File: src/rtl/rps_round_controller_if.sv
// Backend handshake bundle: the round controller drives start/user_choice (master),
// the learner answers with ready/comp_choice (slave).
interface rps_round_controller_if;
  logic       start;
  logic [1:0] user_choice;
  logic       ready;
  logic [1:0] comp_choice;

  modport master (output start, output user_choice, input ready, input comp_choice);
  modport slave  (input start, input user_choice, output ready, output comp_choice);
endinterface

File: src/rtl/rps_round_controller.sv
// Round sequencer for the learning RPS backend: issues start/user_choice, judges the
// returned move, and keeps match statistics for the display layer.
module rps_round_controller #(
  parameter int MAX_ROUNDS = 60,
  parameter int TIMEOUT    = 1023
) (
  input  logic                   clock,
  input  logic                   reset,
  input  logic                   key_valid,
  input  logic [1:0]             key_choice,
  rps_round_controller_if.master bus,
  output logic [1:0]             comp_move,
  output logic [1:0]             result,
  output logic                   result_valid,
  output logic [5:0]             wins,
  output logic [5:0]             losses,
  output logic [5:0]             ties,
  output logic [5:0]             round,
  output logic                   busy,
  output logic                   done,
  output logic                   fault
);

  typedef enum logic [2:0] {S_IDLE, S_EVAL, S_ACK, S_DONE, S_FAULT} state_t;

  state_t      state_q, state_d;
  logic        start_q, start_d;
  logic [1:0]  user_choice_q, user_choice_d;
  logic [1:0]  comp_move_q, comp_move_d;
  logic [1:0]  result_q, result_d;
  logic        result_valid_q, result_valid_d;
  logic [5:0]  wins_q, wins_d;
  logic [5:0]  losses_q, losses_d;
  logic [5:0]  ties_q, ties_d;
  logic [5:0]  round_q, round_d;
  logic        busy_q, busy_d;
  logic        done_q, done_d;
  logic        fault_q, fault_d;
  logic [15:0] tmo_q, tmo_d;

  logic [16:0] tmo_inc;
  logic        tmo_hit;
  logic [5:0]  round_inc;
  logic [1:0]  verdict;

  // Player's view: 00 tie, 01 win, 10 loss. An illegal computer move counts as a tie.
  function automatic logic [1:0] judge(input logic [1:0] p, input logic [1:0] c);
    logic [1:0] r;
    r = 2'b10;
    if (c == 2'b11 || c == p) begin
      r = 2'b00;
    end else if ((p == 2'b00 && c == 2'b01) ||
                 (p == 2'b01 && c == 2'b10) ||
                 (p == 2'b10 && c == 2'b00)) begin
      r = 2'b01;
    end
    return r;
  endfunction

  assign tmo_inc   = {1'b0, tmo_q} + 17'd1;
  assign tmo_hit   = (tmo_inc == 17'(TIMEOUT));
  assign round_inc = round_q + 6'd1;
  assign verdict   = judge(user_choice_q, bus.comp_choice);

  always_comb begin
    state_d        = state_q;
    user_choice_d  = user_choice_q;
    comp_move_d    = comp_move_q;
    result_d       = result_q;
    result_valid_d = 1'b0;
    wins_d         = wins_q;
    losses_d       = losses_q;
    ties_d         = ties_q;
    round_d        = round_q;
    tmo_d          = tmo_q;

    unique case (state_q)
      S_IDLE: begin
        tmo_d = '0;
        if (key_valid && key_choice != 2'b11) begin
          user_choice_d = key_choice;
          state_d       = S_EVAL;
        end
      end
      S_EVAL: begin
        if (bus.ready) begin
          comp_move_d = bus.comp_choice;
          result_d    = verdict;
          tmo_d       = '0;
          state_d     = S_ACK;
          case (verdict)
            2'b01:   wins_d   = wins_q + 6'd1;
            2'b10:   losses_d = losses_q + 6'd1;
            default: ties_d   = ties_q + 6'd1;
          endcase
        end else begin
          tmo_d = tmo_inc[15:0];
          if (tmo_hit) state_d = S_FAULT;
        end
      end
      S_ACK: begin
        if (!bus.ready) begin
          round_d        = round_inc;
          result_valid_d = 1'b1;
          tmo_d          = '0;
          state_d        = (round_inc == 6'(MAX_ROUNDS)) ? S_DONE : S_IDLE;
        end else begin
          tmo_d = tmo_inc[15:0];
          if (tmo_hit) state_d = S_FAULT;
        end
      end
      default: begin
        // DONE and FAULT hold everything until reset
      end
    endcase

    // Status outputs are registered from the next state so they line up with it.
    start_d = (state_d == S_EVAL);
    busy_d  = (state_d == S_EVAL) || (state_d == S_ACK);
    done_d  = (state_d == S_DONE);
    fault_d = (state_d == S_FAULT);
  end

  always_ff @(posedge clock or negedge reset) begin
    if (!reset) begin
      state_q        <= S_IDLE;
      start_q        <= 1'b0;
      user_choice_q  <= 2'b00;
      comp_move_q    <= 2'b00;
      result_q       <= 2'b00;
      result_valid_q <= 1'b0;
      wins_q         <= '0;
      losses_q       <= '0;
      ties_q         <= '0;
      round_q        <= '0;
      busy_q         <= 1'b0;
      done_q         <= 1'b0;
      fault_q        <= 1'b0;
      tmo_q          <= '0;
    end else begin
      state_q        <= state_d;
      start_q        <= start_d;
      user_choice_q  <= user_choice_d;
      comp_move_q    <= comp_move_d;
      result_q       <= result_d;
      result_valid_q <= result_valid_d;
      wins_q         <= wins_d;
      losses_q       <= losses_d;
      ties_q         <= ties_d;
      round_q        <= round_d;
      busy_q         <= busy_d;
      done_q         <= done_d;
      fault_q        <= fault_d;
      tmo_q          <= tmo_d;
    end
  end

  assign bus.start       = start_q;
  assign bus.user_choice = user_choice_q;
  assign comp_move       = comp_move_q;
  assign result          = result_q;
  assign result_valid    = result_valid_q;
  assign wins            = wins_q;
  assign losses          = losses_q;
  assign ties            = ties_q;
  assign round           = round_q;
  assign busy            = busy_q;
  assign done            = done_q;
  assign fault           = fault_q;

endmodule

File: src/flat_wrapper.sv
// flat-port wrapper written by rule: the top's interface ports become plain ports
module rps_round_controller_flat 
#(
  parameter int MAX_ROUNDS = 60,
  parameter int TIMEOUT    = 1023
)
  (clock, reset, key_valid, key_choice, comp_move, result, result_valid, wins, losses, ties, round, busy, done, fault, bus_start, bus_user_choice, bus_ready, bus_comp_choice);
  rps_round_controller_if bus_i ();
  input  logic clock;
  input  logic reset;
  input  logic key_valid;
  input  logic [1:0] key_choice;
  output logic [1:0] comp_move;
  output logic [1:0] result;
  output logic result_valid;
  output logic [5:0] wins;
  output logic [5:0] losses;
  output logic [5:0] ties;
  output logic [5:0] round;
  output logic busy;
  output logic done;
  output logic fault;
  output wire logic [$bits(bus_i.start)-1:0] bus_start;
  output wire logic [$bits(bus_i.user_choice)-1:0] bus_user_choice;
  input wire logic [$bits(bus_i.ready)-1:0] bus_ready;
  input wire logic [$bits(bus_i.comp_choice)-1:0] bus_comp_choice;
  assign bus_start = bus_i.start;
  assign bus_user_choice = bus_i.user_choice;
  assign bus_i.ready = bus_ready;
  assign bus_i.comp_choice = bus_comp_choice;
  rps_round_controller #(.MAX_ROUNDS(MAX_ROUNDS), .TIMEOUT(TIMEOUT)) u_core (.clock(clock), .reset(reset), .key_valid(key_valid), .key_choice(key_choice), .bus(bus_i), .comp_move(comp_move), .result(result), .result_valid(result_valid), .wins(wins), .losses(losses), .ties(ties), .round(round), .busy(busy), .done(done), .fault(fault));
endmodule
File: config.mk
export PLATFORM = sky130hd
export DESIGN_NAME = rps_round_controller_flat
export DESIGN_NICKNAME = d
export VERILOG_FILES = /design/src/rtl/rps_round_controller_if.sv /design/src/rtl/rps_round_controller.sv /design/src/flat_wrapper.sv
export SDC_FILE = /design/constraint.sdc
export NUM_CORES = 1
export LEC_CHECK = 0
export BUFFER_PORTS_ARGS = -buffer_cell sky130_fd_sc_hd__buf_2
export CAP_MARGIN = 0
export CORE_UTILIZATION = 55
export DETAILED_ROUTE_END_ITERATION = 8
export PLACE_DENSITY = 0.78
export SYNTH_ARGS = -nofsm -noshare
export SYNTH_HDL_FRONTEND = slang
export SYNTH_SLANG_ARGS = --single-unit
File: constraint.sdc
create_clock -name clock -period 2.55 [get_ports clock]
set_input_delay 0.255 -clock clock [delete_from_list [all_inputs] [get_ports clock]]
set_output_delay 0.255 -clock clock [all_outputs]
set_load 0.01 [all_outputs]
==> metrics.md, run 1 <==
| Metric | Value |
|---|---|
| FF+latch count, synth | 54 |
| Initial Utilization | 57.0% |
| Setup TNS | 0 ns |
| CP max-delay cell | a2111o_1 |
| Core area | 4690 sq um |
| Synth Area per Inst | 9.83 sq um |
| Gp weighted congestion | 0.840 |
| Maximum number of pins on one net before global-route repair | 27 |
| Cell Rows | 25 |
| Initial antenna violation count | 0 |
| Main combinational cell family by area after synthesis | simple AND/OR/NAND/NOR gates |
| GR Util All Layers | 21.3% |
| Synth warn | 0 |
| Final Setup Violations | 0 |
| Slew HR | 61.7% |
| HP Class | input pin to flip-flop |
| Adder-Cell Fraction of Synth Area | 3.27% |
| Leakage Power | 0.00152 uW |
| Final Non-Filler Cells | 375 |
| Post_cts resized | 0 |
| First-pass GRT wire length | 8.66 mm |
| Port Buf Inserts | 42 |
| Post-Syn Instances | 272 |
| Share of layout cells above drive strength 1 | 21.2% |
| Simple-gate share of the synthesized area | 20.7% |
| CP arrival | 2.54 ns |
| Netlist cell types | 46 |
| Setup Crit Path Kind | flip-flop to flip-flop |
| Reg area | 1350 sq um |
| Main synth FF type | dfrtp_1 |
| Mapped Nets | 287 |
| Hold Slack | 0.206 ns |
| Vias in the first global route | 1940 |
| VDD IR max | 0.233 mV |
| Final #Nets | 335 |
| Die width | 71.7 um |
| Area of the multi-input gates | 1260 sq um |
| Die height | 71.7 um |
| Hold Violations, Final | 0 |
| Post-synthesis mux area share | 2.01% |
| Total CTS buffers | 5 |
| Post-synth ARST share | 100% |
| Peak Freq | 0.427 GHz |
| Unrepaired setup endpoints after global routing | no |
| DR DRC count | 0 |
| Slew Limit Fails | 0 |
| Final Skew | 0.00416 ns |
| Fill cell total of the finished layout | 379 |
| DR iter-0 viols | 83 |
| I/O pin count | 43 |
| Period utilization | 91.7% |
| Pre-antenna DRT Iters | 4 |
| Full die area | 5150 sq um |
| Pwr/cell area | 457 nW/um^2 |
| Synth Area in Compound Gates | 14.0% |
| Required time of the critical path | 2.75 ns |
| DRT Wirelength | 4.97 mm |
| Diode count | 0 |
| CP Capture Type | flip-flop |
| Final Critical Period | 2.34 ns |
| Critical Path Start Type | flip-flop |
| GRT overflow | 0 |
| Cell family with most CP delay | compound AO/OA/AOI/OAI gates |
| CP Max Fanout | 6 |
| Drt wl/cell | 13.3 um |
| Max incr delay on CP | 0.51 ns |
| Post-synth EDFFs | 0 |
| CTS tree | yes |
| Register clock-pin slew on the reported worst setup and hold paths | 0.10 ns |
| Final worst slack | 0.211 ns |
| Hpwl dp | 3.73 mm |
| Status | completed |
| DRT antenna net count | 0 |
| Place WS | 0.272 ns |
| CTS H-tree lvls | 2 |
| Root Buffer | clkbuf_8 |
| Via count | 2102 |
| Placed cells | 366 |
| Max-cap violation count | 0 |
| Post-synthesis cell area | 2680 sq um |
| Xor and xnor fraction of the mapped netlist area | 7.20% |
| Sequential area share after synthesis | 50.5% |
| Clk buf depth | 2 |
| Worst Path Buf+Inv | 0 |
| Synth-to-layout area growth | 14.7% |
| Via-to-Cell Ratio | 5.61 |
| Clk_lat worst skew | 0.31 ns |
| Slew @ Worst Pin | 0.573 ns |
| Crit path cell chain | ha_1 -> nand3_2 -> nor3_4 -> nand4_1 -> a2111o_1 -> a31oi_1 -> xnor2_1 -> nor2_2 |
| Sinks on Clock Net | 54 |
==> cell type report <==
| type | count | share of cell area [%] |
|---|---|---|
| multi-input cells | 202 | 41.2 |
| well taps | 54 | 2.20 |
| clock buffers | 5 | 2.24 |
| inverters | 9 | 1.10 |
| repair buffers | 48 | 8.40 |
| flip-flops and latches | 54 | 44.0 |
| clock inverters | 3 | 0.856 |
==> cells by family after synthesis <==
family | Yosys count
AO/OA/AOI/OAI | 63
XOR/XNOR | 22
adder cells (fa/ha/maj) | 7
buffers and inverters | 16
flip-flops | 54
multiplexers | 5
AND/OR/NAND/NOR | 105
==> power breakdown <==
group / internal, uW / total [uW] / switching (uW)
clock: 199 / 484 / 286
sequential: 862 / 868 / 6.16
combinational: 17.1 / 49.7 / 32.6
==> through the flow <==
| stage | util, % | cell area, sq um | power [uW] |
|---|---|---|---|
| floorplan | - | 2680 | 900 |
| global placement | 63.1 | 2960 | 934 |
| detailed placement | 63.1 | 2960 | 935 |
| CTS | 65.4 | 3070 | 1430 |
| global route | 65.4 | 3070 | 1460 |
| finish | 65.4 | 3070 | 1400 |
==> registers in the layout, indices dropped and copies added (netlist names) <==
name / flops
u_core.tmo_q: 16
u_core.losses: 6
u_core.round: 6
u_core.ties: 6
u_core.wins: 6
u_core.state_q: 3
u_core.bus.user_choice: 2
u_core.comp_move: 2
u_core.result: 2
u_core.bus.start: 1
u_core.busy: 1
u_core.done: 1
u_core.fault: 1
u_core.result_valid: 1
==> Yosys cell counts (2+ instances only) <==
| cell type | instances | area share, % |
|---|---|---|
| a21o_1 | 2 | 0.56 |
| a21oi_1 | 15 | 2.8 |
| a31oi_1 | 6 | 1.4 |
| and3_1 | 4 | 0.94 |
| clkbuf_1 | 6 | 0.84 |
| dfrtp_1 | 54 | 51 |
| ha_1 | 7 | 3.3 |
| inv_1 | 8 | 1.1 |
| mux2_2 | 3 | 1.3 |
| mux2i_1 | 2 | 0.75 |
| nand2_1 | 42 | 5.9 |
| nand2b_1 | 4 | 0.94 |
| nand3_1 | 7 | 1.3 |
| nand3b_1 | 2 | 0.56 |
| nand4_1 | 12 | 2.8 |
| nor2_1 | 11 | 1.5 |
| nor2b_1 | 2 | 0.47 |
| nor3_1 | 5 | 0.94 |
| nor3b_1 | 2 | 0.56 |
| o21ai_0 | 26 | 4.9 |
| o21ai_2 | 2 | 0.65 |
| o31ai_1 | 3 | 0.84 |
| or2_2 | 2 | 0.47 |
| or3_1 | 2 | 0.47 |
| or4_1 | 2 | 0.56 |
| xnor2_1 | 17 | 5.6 |
| xor2_1 | 5 | 1.6 |
==> what timing repair did <==
item	4_1_cts	5_1_grt
endpoints found under the hold margin	24	0
buffers inserted	0	0
hold buffers	1	0
==> worst reg2reg max path: stages, from the launching register on <==
cell and delay [ns]:
dfrtp_1 0.42, ha_1 0.26, nand3_2 0.15, nor3_4 0.25, nand4_1 0.13, a2111o_1 0.51
a31oi_1 0.26, xnor2_1 0.20, nor2_2 0.05
==> layout by cell type, fill, tap and decap left out, types with 2 or more instances in the layout <==
cell	synthesis	layout
a21o_1	2	2
a21oi_1	15	15
a31oi_1	6	6
and3_1	4	4
buf_2	1	42
buf_4	0	5
clkbuf_8	0	5
clkinv_4	0	3
dfrtp_1	54	54
ha_1	7	7
inv_1	8	8
mux2_2	3	3
mux2i_1	2	2
nand2_1	42	42
nand2b_1	4	4
nand3_1	7	7
nand3b_1	2	2
nand4_1	12	12
nor2_1	11	11
nor2b_1	2	2
nor3_1	5	5
nor3b_1	2	2
o21ai_0	26	26
o21ai_2	2	2
o31ai_1	3	3
or2_2	2	2
or3_1	2	2
or4_1	2	2
xnor2_1	17	17
xor2_1	5	5
==> worst paths after layout <==
check                                  from                         to  slack (ns)  cells after the start
max reg2reg                 u_core.tmo_q[0]                u_core.busy        0.21                      8
min in group asynchronous             reset             u_core.ties[4]        0.47                      2
max                         u_core.tmo_q[0]                u_core.busy        0.21                      8
min reg2reg                u_core.losses[5]           u_core.losses[5]        0.47                      1
max in group asynchronous             reset          u_core.state_q[1]        1.46                      3
min                           key_choice[1]  u_core.bus.user_choice[1]        0.21                      2
==> layer usage <==
layer | track usage, % | share of wire, % | vias to the layer above
li1 | - | - | 1058
met1 | 28.0 | 47 | 998
met2 | 35.2 | 48 | 39
met3 | 4.08 | 3.3 | 7
met4 | 7.84 | 1.5 | 0
met5 | 0 | 0 | -
No activity file was read; power rests on OpenSTA's default activity.
==> run 2, diff against run 1 <==
==> constraint.sdc (replaced) <==
create_clock -name clock -period 2.45 [get_ports clock]
set_input_delay 0.245 -clock clock [delete_from_list [all_inputs] [get_ports clock]]
set_output_delay 0.245 -clock clock [all_outputs]
set_load 0.01 [all_outputs]
==> run 2 against run 1 <==
  * Cell count is the same
  * First-iteration DRC count shrank 29%
  * Maximum frequency grew 3.5%
  * Via count grew 0.62%
  * Sequential power grew 4.1%
  * Critical path type unchanged
  * Highest routed layer unchanged
==> metrics.md, run 2 (synthesized netlist as in run 1, its figures left out) <==
| Metric | Value |
|---|---|
| Unrepaired setup endpoints after global routing | no |
| Die width | 71.7 um |
| Initial Utilization | 57.0% |
| DP Area | 2960 sq um |
| Worst R2R Path Depth | 7 |
| R2R Path End | u_core.fault |
| Max reg flops | 16 |
| CP Capture Type | flip-flop |
| Slew @ Worst Pin | 0.668 ns |
| DR iter-0 viols | 59 |
| Leakage Power | 0.00153 uW |
| CTS tree | yes |
| Hold path start | key_choice[1] |
| Port Buf Inserts | 42 |
| Die height | 71.7 um |
| Root Buffer | clkbuf_8 |
| Critical path origin | u_core.tmo_q[0] |
| Commonest non-fill, non-tap cell in the layout | dfrtp_1 |
| CTS H-tree lvls | 2 |
| Final Non-Filler Cells | 375 |
| Clk buf depth | 2 |
| Area of the multi-input gates | 1260 sq um |
| DR DRC count | 0 |
| Cell Rows | 25 |
| Clk_lat worst skew | 0.31 ns |
| Reg area | 1350 sq um |
| I/O pin count | 43 |
| Pwr/cell area | 503 nW/um^2 |
| Final worst slack | 0.190 ns |
| Sinks on Clock Net | 54 |
| Vias in the first global route | 1931 |
| Gp weighted congestion | 0.840 |
| Hold Violations, Final | 0 |
| Final Critical Period | 2.26 ns |
| Maximum number of pins on one net before global-route repair | 32 |
| DRT antenna net count | 0 |
| Core area | 4690 sq um |
| Via count | 2115 |
| Diode count | 0 |
| Register clock-pin slew on the reported worst setup and hold paths | 0.10 ns |
| Place WS | 0.220 ns |
| Reg-to-Reg Start | u_core.tmo_q[0] |
| Reg with most FFs | u_core.tmo_q |
| Setup Crit Path Kind | flip-flop to flip-flop |
| Peak Freq | 0.443 GHz |
| Period utilization | 92.2% |
| Met1 global-route usage | 26.0% |
| DRT Wirelength | 5.10 mm |
| HP Class | input pin to flip-flop |
| GR Util met2 | 37.6% |
| Hold Slack | 0.203 ns |
| Status | completed |
| Final Setup Violations | 0 |
| GRT overflow | 0 |
| GR Util All Layers | 21.0% |
| Post-route cell area | 3080 sq um |
| Slew Limit Fails | 0 |
| Slew HR | 55.4% |
| Setup Fix Bufs, Post-CTS | 0 |
| Worst R2R Setup Slack | 0.19 ns |
| Most Crowded Layer GR | met2 |
| Total CTS buffers | 5 |
| Hpwl dp | 3.74 mm |
| Placed cells | 366 |
| Critical Path Start Type | flip-flop |
| CP arrival | 2.49 ns |
| Initial antenna violation count | 0 |
| Final Skew | 0.00687 ns |
| Full die area | 5150 sq um |
| Max-cap violation count | 0 |
| M3 GR Usage | 3.80% |
| Most frequent cells in the layout | dfrtp_1, nand2_1, buf_2 |
| Critical Path End | u_core.fault |
| Synth-to-layout area growth | 15.2% |
| Required time of the critical path | 2.68 ns |
| Final #Nets | 335 |
| Drt wl/cell | 13.6 um |
| Share of layout cells above drive strength 1 | 21.2% |
| CP Max Fanout | 6 |
| Setup TNS | 0 ns |
| Via-to-Cell Ratio | 5.64 |
| First-pass GRT wire length | 8.46 mm |
| Fill cell total of the finished layout | 375 |
| Pre-antenna DRT Iters | 4 |
| VDD IR max | 0.332 mV |
==> run 2: cell types whose count changed in the layout (fill, tap and decap cells not counted), sizes merged <==
cell / before / now
bufinv: 0 / 1
clkinv: 3 / 2
==> run 2: through the flow <==
step	util (%)	power, uW
6_report	65.7	1550
5_1_grt	65.7	1600
4_1_cts	65.7	1560
3_5_place_dp	63.1	974
3_3_place_gp	63.1	972
2_1_floorplan	-	936
==> run 2: worst max-delay path, cell delays in order, from the launching register on <==
cell      delay, ns
dfrtp_1        0.42
ha_1           0.27
nand3_2        0.16
nor3_4         0.25
nand4_1        0.13
a2111o_1       0.50
o21ai_2        0.25
nor3b_2        0.21
==> run 2: worst min-delay path by stage <==
| stage | depth (start not counted) | end | slack, ns |
|---|---|---|---|
| after floorplan | 0 | u_core.bus.start | -0.05 |
| after global placement | 1 | u_core.ties[4] | 0.32 |
| after detailed placement | 1 | u_core.ties[4] | 0.32 |
| after CTS | 2 | u_core.bus.user_choice[1] | 0.21 |
| after global routing | 2 | u_core.bus.user_choice[1] | 0.21 |
| final | 2 | u_core.bus.user_choice[1] | 0.20 |
==> run 2: cell type report <==
class / count / share of cell area, %
flip-flops and latches: 54 / 43.8
clock buffers: 5 / 2.23
repair buffers: 48 / 8.36
clock inverters: 3 / 1.30
multi-input cells: 202 / 41.0
well taps: 54 / 2.19
inverters: 9 / 1.10
==> run 2: timing repair <==
item | 4_1_cts | 5_1_grt
endpoints found under the hold margin | 29 | 0
hold buffers | 1 | 0
gates resized for setup | 0 | 0
==> run 2: layer usage <==
layer	routed length, um	up-vias
met1	2380	1004
met2	2510	48
met3	175	4
li1	-	1059
met4	36	0
met5	0	-
==> run 2: power breakdown <==
part,internal [uW],switching (uW)
clock,301,293
combinational,17.8,34.4
sequential,897,6.67
==> run 3, diff against run 2 <==
--- a/config.mk
+++ b/config.mk
@@ -7,9 +7,11 @@
 export LEC_CHECK = 0
 export BUFFER_PORTS_ARGS = -buffer_cell sky130_fd_sc_hd__buf_2
 export CAP_MARGIN = 0
-export CORE_UTILIZATION = 55
+export CELL_PAD_IN_SITES_DETAIL_PLACEMENT = 1
+export CELL_PAD_IN_SITES_GLOBAL_PLACEMENT = 1
+export CORE_UTILIZATION = 43
 export DETAILED_ROUTE_END_ITERATION = 8
-export PLACE_DENSITY = 0.78
+export PLACE_DENSITY_LB_ADDON = 0.1
 export SYNTH_ARGS = -nofsm -noshare
 export SYNTH_HDL_FRONTEND = slang
 export SYNTH_SLANG_ARGS = --single-unit
==> run 3 against run 2 <==
  * Clock skew is 0.0018 ns lower
  * Utilization fell by 13 points
  * Critical path depth increased by 1
  * Die area grew 27%
  * First-iteration DRC count increased by 24%
  * Critical path type unchanged
  * Critical endpoint is now u_core.busy
  * Largest cell class unchanged
  * Largest power group unchanged
==> metrics.md, run 3 (synthesized netlist as in run 1, its figures left out) <==
| Metric | Value |
|---|---|
| Status | completed |
| Place WS | 0.163 ns |
| Core area | 5960 sq um |
| Pwr/cell area | 537 nW/um^2 |
| WHS Endpoint | u_core.bus.user_choice[1] |
| Vias in the first global route | 2182 |
| Final Non-Filler Cells | 396 |
| Setup Crit Path Kind | flip-flop to flip-flop |
| Pre-antenna DRT Iters | 4 |
| Setup TNS | 0 ns |
| DRT Wirelength | 6.01 mm |
| Most frequent cells in the layout | dfrtp_1, nand2_1, buf_2 |
| Die height | 80.9 um |
| Peak Freq | 0.435 GHz |
| Port Buf Inserts | 42 |
| CP arrival | 2.50 ns |
| CTS tree | yes |
| Leakage Power | 0.00154 uW |
| Register clock-pin slew on the reported worst setup and hold paths | 0.10 ns |
| Via count | 2148 |
| Die width | 80.9 um |
| Clk buf depth | 2 |
| Via-to-Cell Ratio | 5.42 |
| Diode count | 0 |
| Slew Limit Fails | 0 |
| Psw | 344 uW |
| Period utilization | 93.7% |
| Sw frac | 20.3% |
| DR DRC count | 0 |
| Final Skew | 0.00503 ns |
| Max-cap violation count | 0 |
| Worst R2R Setup Slack | 0.15 ns |
| Final Critical Period | 2.30 ns |
| I/O pin count | 43 |
| Initial antenna violation count | 0 |
| VDD IR max | 0.270 mV |
| CP Max Fanout | 6 |
| Hold Violations, Final | 0 |
| Drt wl/cell | 15.2 um |
| Slew HR | 57.6% |
| Initial Utilization | 44.9% |
| Synth-to-layout area growth | 18.0% |
| Slew @ Worst Pin | 0.635 ns |
| CP Capture Type | flip-flop |
| Hold depth | 2 |
| Full die area | 6540 sq um |
| R2R Path End | u_core.busy |
| CTS H-tree lvls | 2 |
| Max reg flops | 16 |
| Final core utilization | 53.0% |
| Commonest non-fill, non-tap cell in the layout | dfrtp_1 |
| Final worst slack | 0.154 ns |
| Final #Nets | 335 |
| Root Buffer | clkbuf_8 |
| Total CTS buffers | 5 |
| Maximum number of pins on one net before global-route repair | 55 |
| GRT overflow | 0 |
| Logic pwr share | 3.2% |
| Reg-to-Reg Start | u_core.tmo_q[0] |
| DR iter-0 viols | 73 |
| Hold path start | key_choice[1] |
| Worst R2R Path Depth | 8 |
| Fill cell total of the finished layout | 699 |
| Hold Slack | 0.194 ns |
| Clk_lat worst skew | 0.31 ns |
| Final Setup Violations | 0 |
| First-pass GRT wire length | 10.6 mm |
| Unrepaired setup endpoints after global routing | no |
| Critical Path Start Type | flip-flop |
| Clock group share of total power | 43.5% |
| Int Power | 1350 uW |
| Hpwl dp | 4.35 mm |
| Required time of the critical path | 2.65 ns |
| Gp weighted congestion | 0.729 |
| GR Util All Layers | 20.9% |
| Critical path origin | u_core.tmo_q[0] |
| Cell Rows | 28 |
| DRT antenna net count | 0 |
| Placed cells | 386 |
| Sinks on Clock Net | 54 |
| Reg with most FFs | u_core.tmo_q |
| Share of layout cells above drive strength 1 | 21.5% |
| Sequential Power Share | 53.3% |
| HP Class | input pin to flip-flop |
[run 3: changes by cell type in the layout (fill, tap and decap cells not counted)]
cell | before | now
bufinv_16 | 1 | 2
clkbuf_8 | 5 | 6
ha_1 | 7 | 6
buf_4 | 5 | 4
ha_2 | 0 | 1
clkinv_2 | 2 | 0
buf_12 | 0 | 1
[run 3: worst max path at each step]
stage	endpoint	slack [ns]	cells after the start
after global routing	u_core.busy	0.01	8
after global placement	u_core.busy	0.29	8
after detailed placement	u_core.busy	0.16	8
after floorplan	u_core.busy	0.39	8
after CTS	u_core.busy	0.14	8
final	u_core.busy	0.15	8
[run 3: critical path: stages, from the launching register on]
cell	delay, ns
dfrtp_1	0.43
ha_2	0.25
nand3_2	0.14
nor3_4	0.32
mux2i_1	0.12
a2111o_1	0.49
a31oi_1	0.23
xnor2_1	0.16
nor2_2	0.05
[run 3: timing repair]
| action | CTS | global route |
|---|---|---|
| endpoints found under the setup margin | 0 | 2 |
| resized for setup | 0 | 1 |
| endpoints found under the hold margin | 54 | 0 |
| setup buffers | 0 | 1 |
| hold buffers | 1 | 0 |
[run 3: power groups by stage]
stage / Sequential [uW] / Clock [uW] / Combinational (uW)
6_report: 904 / 737 / 54.8
3_5_place_dp: 922 / 0 / 55.8
5_1_grt: 906 / 798 / 63.5
4_1_cts: 904 / 761 / 57.1
3_3_place_gp: 921 / 0 / 53.9
2_1_floorplan: 924 / 0 / 12.0
[run 3: layout make-up]
| cell class | instances | area (sq um) | share of cell area (%) |
|---|---|---|---|
| well taps | 75 | 93.8 | 2.97 |
| flip-flops and latches | 54 | 1350 | 42.8 |
| inverters | 9 | 33.8 | 1.07 |
| repair buffers | 48 | 270 | 8.56 |
| clock inverters | 2 | 60.1 | 1.90 |
| multi-input cells | 202 | 1260 | 40.1 |
| clock buffers | 6 | 82.6 | 2.62 |
[run 3: through the flow]
| stage | total power, uW | area, sq um |
|---|---|---|
| after floorplan | 936 | 2680 |
| after global placement | 975 | 2990 |
| after detailed placement | 978 | 2990 |
| after global routing | 1770 | 3160 |
| final | 1700 | 3160 |
| after CTS | 1720 | 3150 |
[run 3: layer usage]
layer / up-vias / share of wire, % / GRT usage [%]
met5: - / 0 / 0
met4: 0 / 1.2 / 6.25
met3: 8 / 3.0 / 3.26
met2: 31 / 47 / 34.3
met1: 1050 / 49 / 28.3
li1: 1059 / - / -
